**src/rtl/combat_sequencer.sv**
```systemverilog
// Two-player attack sequencer and hit arbiter: STARTUP/ACTIVE/RECOVERY phases, hit resolution, hitstun, health and KO.
// Optional COMBO_COUNTER_EN macro builds the per-player combo counters; otherwise combo outputs are tied to 0.
module combat_sequencer #(
  parameter int STARTUP_FRAMES  = 3,
  parameter int ACTIVE_FRAMES   = 4,
  parameter int RECOVERY_FRAMES = 8,
  parameter int HITSTUN_FRAMES  = 12,
  parameter int DAMAGE          = 10,
  parameter int HEALTH_MAX      = 100
) (
  input  logic       frame_clk,
  input  logic       Reset,
  input  logic       punch_req_p1,
  input  logic       punch_req_p2,
  input  logic       crouch_p1,
  input  logic       crouch_p2,
  input  logic       reach_p1,
  input  logic       reach_p2,
  output logic       punch_p1,
  output logic       punch_p2,
  output logic       hit_p1,
  output logic       hit_p2,
  output logic       stun_p1,
  output logic       stun_p2,
  output logic [6:0] health_p1,
  output logic [6:0] health_p2,
  output logic       ko_p1,
  output logic       ko_p2,
  output logic [3:0] combo_p1,
  output logic [3:0] combo_p2
);

  typedef enum logic [2:0] {IDLE, STARTUP, ACTIVE, RECOVERY, HITSTUN, KO} state_t;

  typedef struct packed {
    state_t     st;
    logic [7:0] cnt;
    logic       landed;
    logic       prev;
    logic [6:0] health;
  } pl_t;

  localparam logic [7:0] ST_LD = 8'(STARTUP_FRAMES - 1);
  localparam logic [7:0] AC_LD = 8'(ACTIVE_FRAMES - 1);
  localparam logic [7:0] RC_LD = 8'(RECOVERY_FRAMES - 1);
  localparam logic [7:0] HS_LD = 8'(HITSTUN_FRAMES - 1);

  function automatic logic [6:0] sat_sub(input logic [6:0] h);
    if (int'(h) <= DAMAGE) return '0;
    return h - 7'(DAMAGE);
  endfunction

  // One player's next state; an incoming hit overrides whatever phase the player was in.
  function automatic pl_t step(input pl_t c, input logic req, input logic conn, input logic hit_in);
    pl_t n = c;
    n.prev = req;
    if (conn) n.landed = 1'b1;
    case (c.st)
      IDLE:
        if (req && !c.prev) begin
          n.st     = STARTUP;
          n.cnt    = ST_LD;
          n.landed = 1'b0;
        end
      STARTUP:
        if (c.cnt == '0) begin n.st = ACTIVE; n.cnt = AC_LD; end
        else n.cnt = c.cnt - 8'd1;
      ACTIVE:
        if (c.cnt == '0) begin n.st = RECOVERY; n.cnt = RC_LD; end
        else n.cnt = c.cnt - 8'd1;
      RECOVERY, HITSTUN:
        if (c.cnt == '0) n.st = IDLE;
        else n.cnt = c.cnt - 8'd1;
      default: ;
    endcase
    if (hit_in) begin
      n.health = sat_sub(c.health);
      n.cnt    = (n.health == '0) ? 8'd0 : HS_LD;
      n.st     = (n.health == '0) ? KO : HITSTUN;
    end
    return n;
  endfunction

  pl_t  p1_q, p1_d, p2_q, p2_d;
  logic conn1, conn2;
  logic punch1_q, punch1_d, punch2_q, punch2_d;
  logic hit1_q, hit1_d, hit2_q, hit2_d;
  logic stun1_q, stun1_d, stun2_q, stun2_d;
  logic ko1_q, ko1_d, ko2_q, ko2_d;

  always_comb begin
    conn1    = (p1_q.st == ACTIVE) && reach_p1 && !crouch_p2 && (p2_q.st != KO) && !p1_q.landed;
    conn2    = (p2_q.st == ACTIVE) && reach_p2 && !crouch_p1 && (p1_q.st != KO) && !p2_q.landed;
    p1_d     = step(p1_q, punch_req_p1, conn1, conn2);
    p2_d     = step(p2_q, punch_req_p2, conn2, conn1);
    punch1_d = (p1_d.st == STARTUP) || (p1_d.st == ACTIVE);
    punch2_d = (p2_d.st == STARTUP) || (p2_d.st == ACTIVE);
    hit1_d   = conn2;
    hit2_d   = conn1;
    stun1_d  = (p1_d.st == HITSTUN);
    stun2_d  = (p2_d.st == HITSTUN);
    ko1_d    = (p1_d.st == KO);
    ko2_d    = (p2_d.st == KO);
  end

  always_ff @(posedge frame_clk) begin
    if (Reset) begin
      p1_q     <= '{st: IDLE, cnt: 8'd0, landed: 1'b0, prev: 1'b0, health: 7'(HEALTH_MAX)};
      p2_q     <= '{st: IDLE, cnt: 8'd0, landed: 1'b0, prev: 1'b0, health: 7'(HEALTH_MAX)};
      punch1_q <= 1'b0;
      punch2_q <= 1'b0;
      hit1_q   <= 1'b0;
      hit2_q   <= 1'b0;
      stun1_q  <= 1'b0;
      stun2_q  <= 1'b0;
      ko1_q    <= 1'b0;
      ko2_q    <= 1'b0;
    end else begin
      p1_q     <= p1_d;
      p2_q     <= p2_d;
      punch1_q <= punch1_d;
      punch2_q <= punch2_d;
      hit1_q   <= hit1_d;
      hit2_q   <= hit2_d;
      stun1_q  <= stun1_d;
      stun2_q  <= stun2_d;
      ko1_q    <= ko1_d;
      ko2_q    <= ko2_d;
    end
  end

  assign punch_p1  = punch1_q;
  assign punch_p2  = punch2_q;
  assign hit_p1    = hit1_q;
  assign hit_p2    = hit2_q;
  assign stun_p1   = stun1_q;
  assign stun_p2   = stun2_q;
  assign ko_p1     = ko1_q;
  assign ko_p2     = ko2_q;
  assign health_p1 = p1_q.health;
  assign health_p2 = p2_q.health;

`ifdef COMBO_COUNTER_EN
  function automatic logic [3:0] sat_inc(input logic [3:0] v);
    return (v == 4'hF) ? v : v + 4'd1;
  endfunction

  logic [3:0] combo1_q, combo1_d, combo2_q, combo2_d;

  // A combo continues only while the victim is still stunned from the previous hit.
  always_comb begin
    combo1_d = combo1_q;
    combo2_d = combo2_q;
    if ((p2_q.st == HITSTUN) && (p2_d.st == IDLE)) combo1_d = '0;
    if ((p1_q.st == HITSTUN) && (p1_d.st == IDLE)) combo2_d = '0;
    if (conn1) combo1_d = (p2_q.st == HITSTUN) ? sat_inc(combo1_q) : 4'd1;
    if (conn2) combo2_d = (p1_q.st == HITSTUN) ? sat_inc(combo2_q) : 4'd1;
  end

  always_ff @(posedge frame_clk) begin
    if (Reset) begin
      combo1_q <= '0;
      combo2_q <= '0;
    end else begin
      combo1_q <= combo1_d;
      combo2_q <= combo2_d;
    end
  end

  assign combo_p1 = combo1_q;
  assign combo_p2 = combo2_q;
`else
  assign combo_p1 = '0;
  assign combo_p2 = '0;
`endif

endmodule
```
**config.mk**
```make
export PLATFORM = sky130hd
export DESIGN_NAME = combat_sequencer
export DESIGN_NICKNAME = d
export VERILOG_FILES = /design/src/rtl/combat_sequencer.sv
export SDC_FILE = /design/constraint.sdc
export NUM_CORES = 1
export LEC_CHECK = 0
export CAP_MARGIN = 20
export CELL_PAD_IN_SITES_DETAIL_PLACEMENT = 2
export CELL_PAD_IN_SITES_GLOBAL_PLACEMENT = 2
export CORE_AREA = 8 8 104 106
export DETAILED_ROUTE_END_ITERATION = 10
export DIE_AREA = 0 0 112 114
export PLACE_DENSITY_LB_ADDON = 0.1
export SLEW_MARGIN = 5
export SYNTH_ARGS = -nofsm -noshare
export SYNTH_HDL_FRONTEND = slang
export SYNTH_SLANG_ARGS = --single-unit
export TNS_END_PERCENT = 100
```
**constraint.sdc**
```tcl
create_clock -name frame_clk -period 2.7 [get_ports frame_clk]
set_input_delay 0.405 -clock frame_clk [delete_from_list [all_inputs] [get_ports frame_clk]]
set_output_delay 0.405 -clock frame_clk [all_outputs]
set_load 0.01 [all_outputs]
```
# == Word-level counts from Yosys, hierarchy flattened ==
# Index checks and enable logic that the tools add are counted.
# word_totals
ff_bits,48
wordCells,112
# op_classes
reduce_logical,30
eq_ne,22
order_cmp,2
mux,36
n_addsub,4
# op_table
cell,count
one-hot mux 11 bit (4 select lines),2
two-way mux 8 bit,6
two-way mux 7 bit,6
two-way mux 12 bit,2
two-way mux 11 bit,2
== test 3 x 2 -> 1 bit (second input constant),6
== test 3 bit (second input constant),6
two-way mux 3 bit,6
!= test 3 bit (second input constant),6
logical NOT 8 bit,2
subtractor 8 x 1 -> 8 bit (second input constant),2
less-or-equal comparator 7 x 4 -> 1 bit (second input constant),2
logical NOT 7 bit,2
subtractor 7 x 4 -> 7 bit (second input constant),2
== test 3 x 1 -> 1 bit (second input constant),4
logical AND 1 bit,10
two-way mux 1 bit,10
nonzero test 5 bit,2
two-way mux 4 bit,2
logical NOT 1 bit,6
logical NOT 3 bit,2
AND reduction 3 bit,2
OR reduction 2 bit,2
logical OR 1 bit,2

# == Depth between registers and ports, before layout ==
# depth
depth_word,13
ltp_mapped,8

# == Least setup slack after synthesis ==
# Ideal clock, no wire load.
# synth_timing
path_type,flip-flop to flip-flop
start,register p1_q[9] in the netlist's numbering
end,register p1_q[13] in the netlist's numbering
setup_time_ps,115
t_arrival_ps,1935
path_slack_ps,650
path_stages_with_launch,9
cell_sequence,dfxtp_1 inv_1 ha_1 or3b_2 o21ai_1 a221oi_1 o21ai_0 xor2_1 nor2_1
# synth_between
elab_chain_cells,4
word_cells_on_any_way,9
# synth_rtl
item,line_no,rtl
from (decl),84,"pl_t p1_q, p1_d, p2_q, p2_d;"
from (signal assigned),108,"p1_q <= '{st: IDLE, cnt: 8'd0, landed: 1'b0, prev: 1'b0, health: 7'(HEALTH_MAX)};"
from (signal assigned),119,p1_q <= p1_d;
subtractor 8 x 1 -> 8 bit or logical NOT 8 bit (tied branches),n/a,
"two-way mux 8 bit, on equally long branches","72, 66, 69",
one-hot mux 11 bit (4 select lines),58,case (c.st)
two-way mux 11 bit,76,if (hit_in) begin
# Several ways; a longest one is shown, not always the timed one. The select of a mux whose other input is x is not followed.
# A chain may end at the register's enable or synchronous reset.

# == Worst setup path in the final report ==
# layout_timing
start,"register p2_q, in the netlist health_p2[1]"
end,register p2_q[12] in the netlist's numbering
# layout_between
elab_chain_cells,8
word_cells_on_any_way,9
# layout_rtl
item,line_no,rtl
from (decl),84,
from (signal assigned),109,"p2_q <= '{st: IDLE, cnt: 8'd0, landed: 1'b0, prev: 1'b0, health: 7'(HEALTH_MAX)};"
from (signal assigned),120,p2_q <= p2_d;
less-or-equal comparator 7 x 4 -> 1 bit,49,if (int'(h) <= DAMAGE) return '0;
two-way mux 1 bit,49,
two-way mux 1 bit,76,
two-way mux 7 bit (*),50,return h - 7'(DAMAGE);
two-way mux 7 bit (*),76,
logical NOT 7 bit (*),78,n.cnt = (n.health == '0) ? 8'd0 : HS_LD;
two-way mux 4 bit (*),78,
two-way mux 11 bit (*),76,
# Every way passes the cells marked *; elsewhere a longest branch is shown, timed or not. The select of a mux whose other input is x is not followed.

==> results.toml <==
[clock_tree]
htree_levels = 2
cts_resized = 0
clockBufferDepth = 2
clock-sinks = 48
root_buffer = "clkbuf_8"
clkLatencyLatePin_ns = 0.31
cts-hold-fix-buffers = 0
post_cts_buffers = 0
cts_tree = "built"
cts_buffers = 5
path_clk_slew_ns = 0.10

[floorplanning]
rows = 35
core-area_mm2 = 0.00911
io_pins = 38
die-area_mm2 = 0.0128
fp.dieH_um = 114
initial_utilization = 0.317
die_x_um = 112

[finish]
fillers = 1078
area.growth.synth_to_final_pct = 15.8
nets = 398
fin_area_mm2 = 0.00334
drive_above_1_share = 0.0801
diodes = 0

[global_routing]
grt_usage = 0.138
first_global_vias = 2945
grt_pass1_wl_mm = 14.7
grt_antenna_before_repair = 0
grt_max_degree = 21
grt-ovfl-total = 0

[route]
dr.pass1.iters = 4
ant_nets = 0
drtIter0Drc = 63
wl_mm = 8.50
wl_per_cell_um = 17.1
vias = 2637
viasPerCell = 5.30
drc = 0

[worst_setup_path]
cp.arrival_ns = 2.52
reg2reg_depth = 8
crit_path_start_kind = "flip-flop"
crit_chain = "inv_1 -> ha_1 -> nor2b_1 -> o21ai_0 -> and2_1 -> o22ai_1 -> nand2_1 -> a2111oi_0"
critical_path.slowest_cell = "dfxtp_1"
critPathCaptureType = "flip-flop"
crit_type = "reg -> reg"
reg2reg_slack_ns = 0.37
rr_endpoint = "p2_q[12]"
reg2reg_from = "health_p2[1]"
cp_max_fo = 6
crit_path_max_incr_delay_ns = 0.43
required_ns = 2.90

[placement]
place_ws_ns = 0.178
dp.final_hpwl_mm = 6.42
place_congestion = 0.765
placed_area_mm2 = 0.00322
io_buffers = 29

[sta]
setup_violations = 0
fin_setup_tns_ns = 0
max_freq_mhz = 430
final-hold-violation-count = 0
min_period_over_period = 0.861
slew_viol_final = 0
fin_ws_ns = 0.374
finClkSkew_ns = 0.00858
worstMarginPinSlew_ns = 0.627
fin_crit_ns = 2.33
rsz0062_at_grt = "no"
slew-limit-headroom = 0.578

[logic_synthesis]
ys_top_cells_by_count = "dfxtp_1 (48), nor2_1 (42), a21oi_1 (26)"
synth_top_area_frac = 0.333
synth-async-reset-ratio = 0
synth_edf_count = 0
synth.most_common_cell = "dfxtp_1"
synth_warnings = 0
ys_types = 57
synth_top_cell_by_area = "dfxtp_1"
ys_seq_area_frac = 0.333
synth-seq-cells = 48
avgSynthCellArea_um2 = 7.86
ys.flop_type = "dfxtp_1"
synth_area_leaders = "dfxtp_1 (33%), buf_4 (6.0%), nor2_1 (5.5%)"
syn_area_mm2 = 0.00288
syn_inst = 367

[power_and_ir_drop]
leakagePower_nw = 1.26
p_per_area_mw_per_mm2 = 995
peakVddDrop_uv = 340

[min_path]
min_to = "health_p2[0]"
min-delay-start = "health_p2[0]"
holdCritPathClass = "reg -> reg"
holdPathStages = 2

[status]
status = "complete, no violations"

[flow_run]
maxCapViolations = 0
flip-flops by register name, indices dropped and copies added, names as in the netlist:
register   count
health_p1      7
health_p2      7
hit_p1         1
hit_p2         1
ko_p1          1
ko_p2          1
p1_q          13
p2_q          13
punch_p1       1
punch_p2       1
stun_p1        1
stun_p2        1
logic make-up (layout without fill, tap and decap cells):
logic type / count (synthesis) / count (layout) / share of synthesized area
compound gates: 90 / 90 / 0.208
xor+xnor: 14 / 14 / 0.0425
fa+ha+maj: 4 / 4 / 0.0174
buf+inv: 60 / 73 / 0.110
flops: 48 / 48 / 0.333
mux: 2 / 2 / 0.00694
other cells: 1 / 8 / 0.00130
simple gates: 148 / 148 / 0.281
cell type report:
class	instances	area, um2	area share
multi-input cells	266	1630	0.489
flip-flops and latches	48	961	0.288
repair buffers	45	410	0.123
well taps	111	139	0.0416
clock buffers	6	82.6	0.0247
inverters	20	75.1	0.0225
clock inverters	2	38.8	0.0116
through the flow:
stage          total power [W]  std cells   util  hold slack (ns)
2_1_floorplan          0.00228        374      -            0.435
3_3_place_gp           0.00272        490  0.353            0.462
3_5_place_dp           0.00278        490  0.353            0.475
4_1_cts                0.00338        498  0.367            0.498
5_1_grt                0.00363        498  0.367            0.524
6_report               0.00332        498  0.367            0.488
placed cells by master (no fill, tap or decap), types with 5 or more instances in the layout:
cell type        count
dfxtp_1             48
a21oi_1             26
xor2_1              10
nor2b_1             11
nand4b_1             6
clkbuf_8             6
nand2_1             18
inv_1               20
nor3_1              20
buf_4               16
conb_1               8
nor3b_1              5
clkdlybuf4s50_1     29
a31oi_1              5
nand3_1              9
nor2_1              42
nand2b_1             7
a211o_1              6
o21ai_0             20
worst max-delay path by stage:
stage / endpoint / startpoint
global route: p2_q[15] / p2_q[9]
global placement: health_p1[6] / reach_p2
detailed placement: health_p1[6] / crouch_p1
CTS: p2_q[12] / health_p2[1]
floorplan: p1_q[13] / p1_q[9]
finish: p2_q[12] / health_p2[1]
power by group:
| part | total [W] | switching, W | internal, W |
|---|---|---|---|
| clock | 0.000573 | 0.000269 | 0.000304 |
| sequential | 0.00104 | 0.000200 | 0.000844 |
| combinational | 0.00171 | 0.000966 | 0.000740 |
worst max-delay path, delay by kind of cell (launching register included):
| kind | cells | cell delay [ns] |
|---|---|---|
| AND/OR/NAND/NOR | 3 | 0.62 |
| AO/OA/AOI/OAI | 3 | 0.84 |
| buffers and inverters | 1 | 0.07 |
| adder cells (fa/ha/maj) | 1 | 0.27 |
| flip-flops | 1 | 0.43 |
layer usage:
layer  track usage  wire [um]  share of wire  vias up
met5             0          0              0        -
met4        0.0324         77         0.0091        0
met3        0.0248        203          0.024        8
met2         0.248       4100           0.48       26
met1         0.167       4120           0.48     1298
li1              -          -              -     1305
Power figures use the tool's default switching activity.
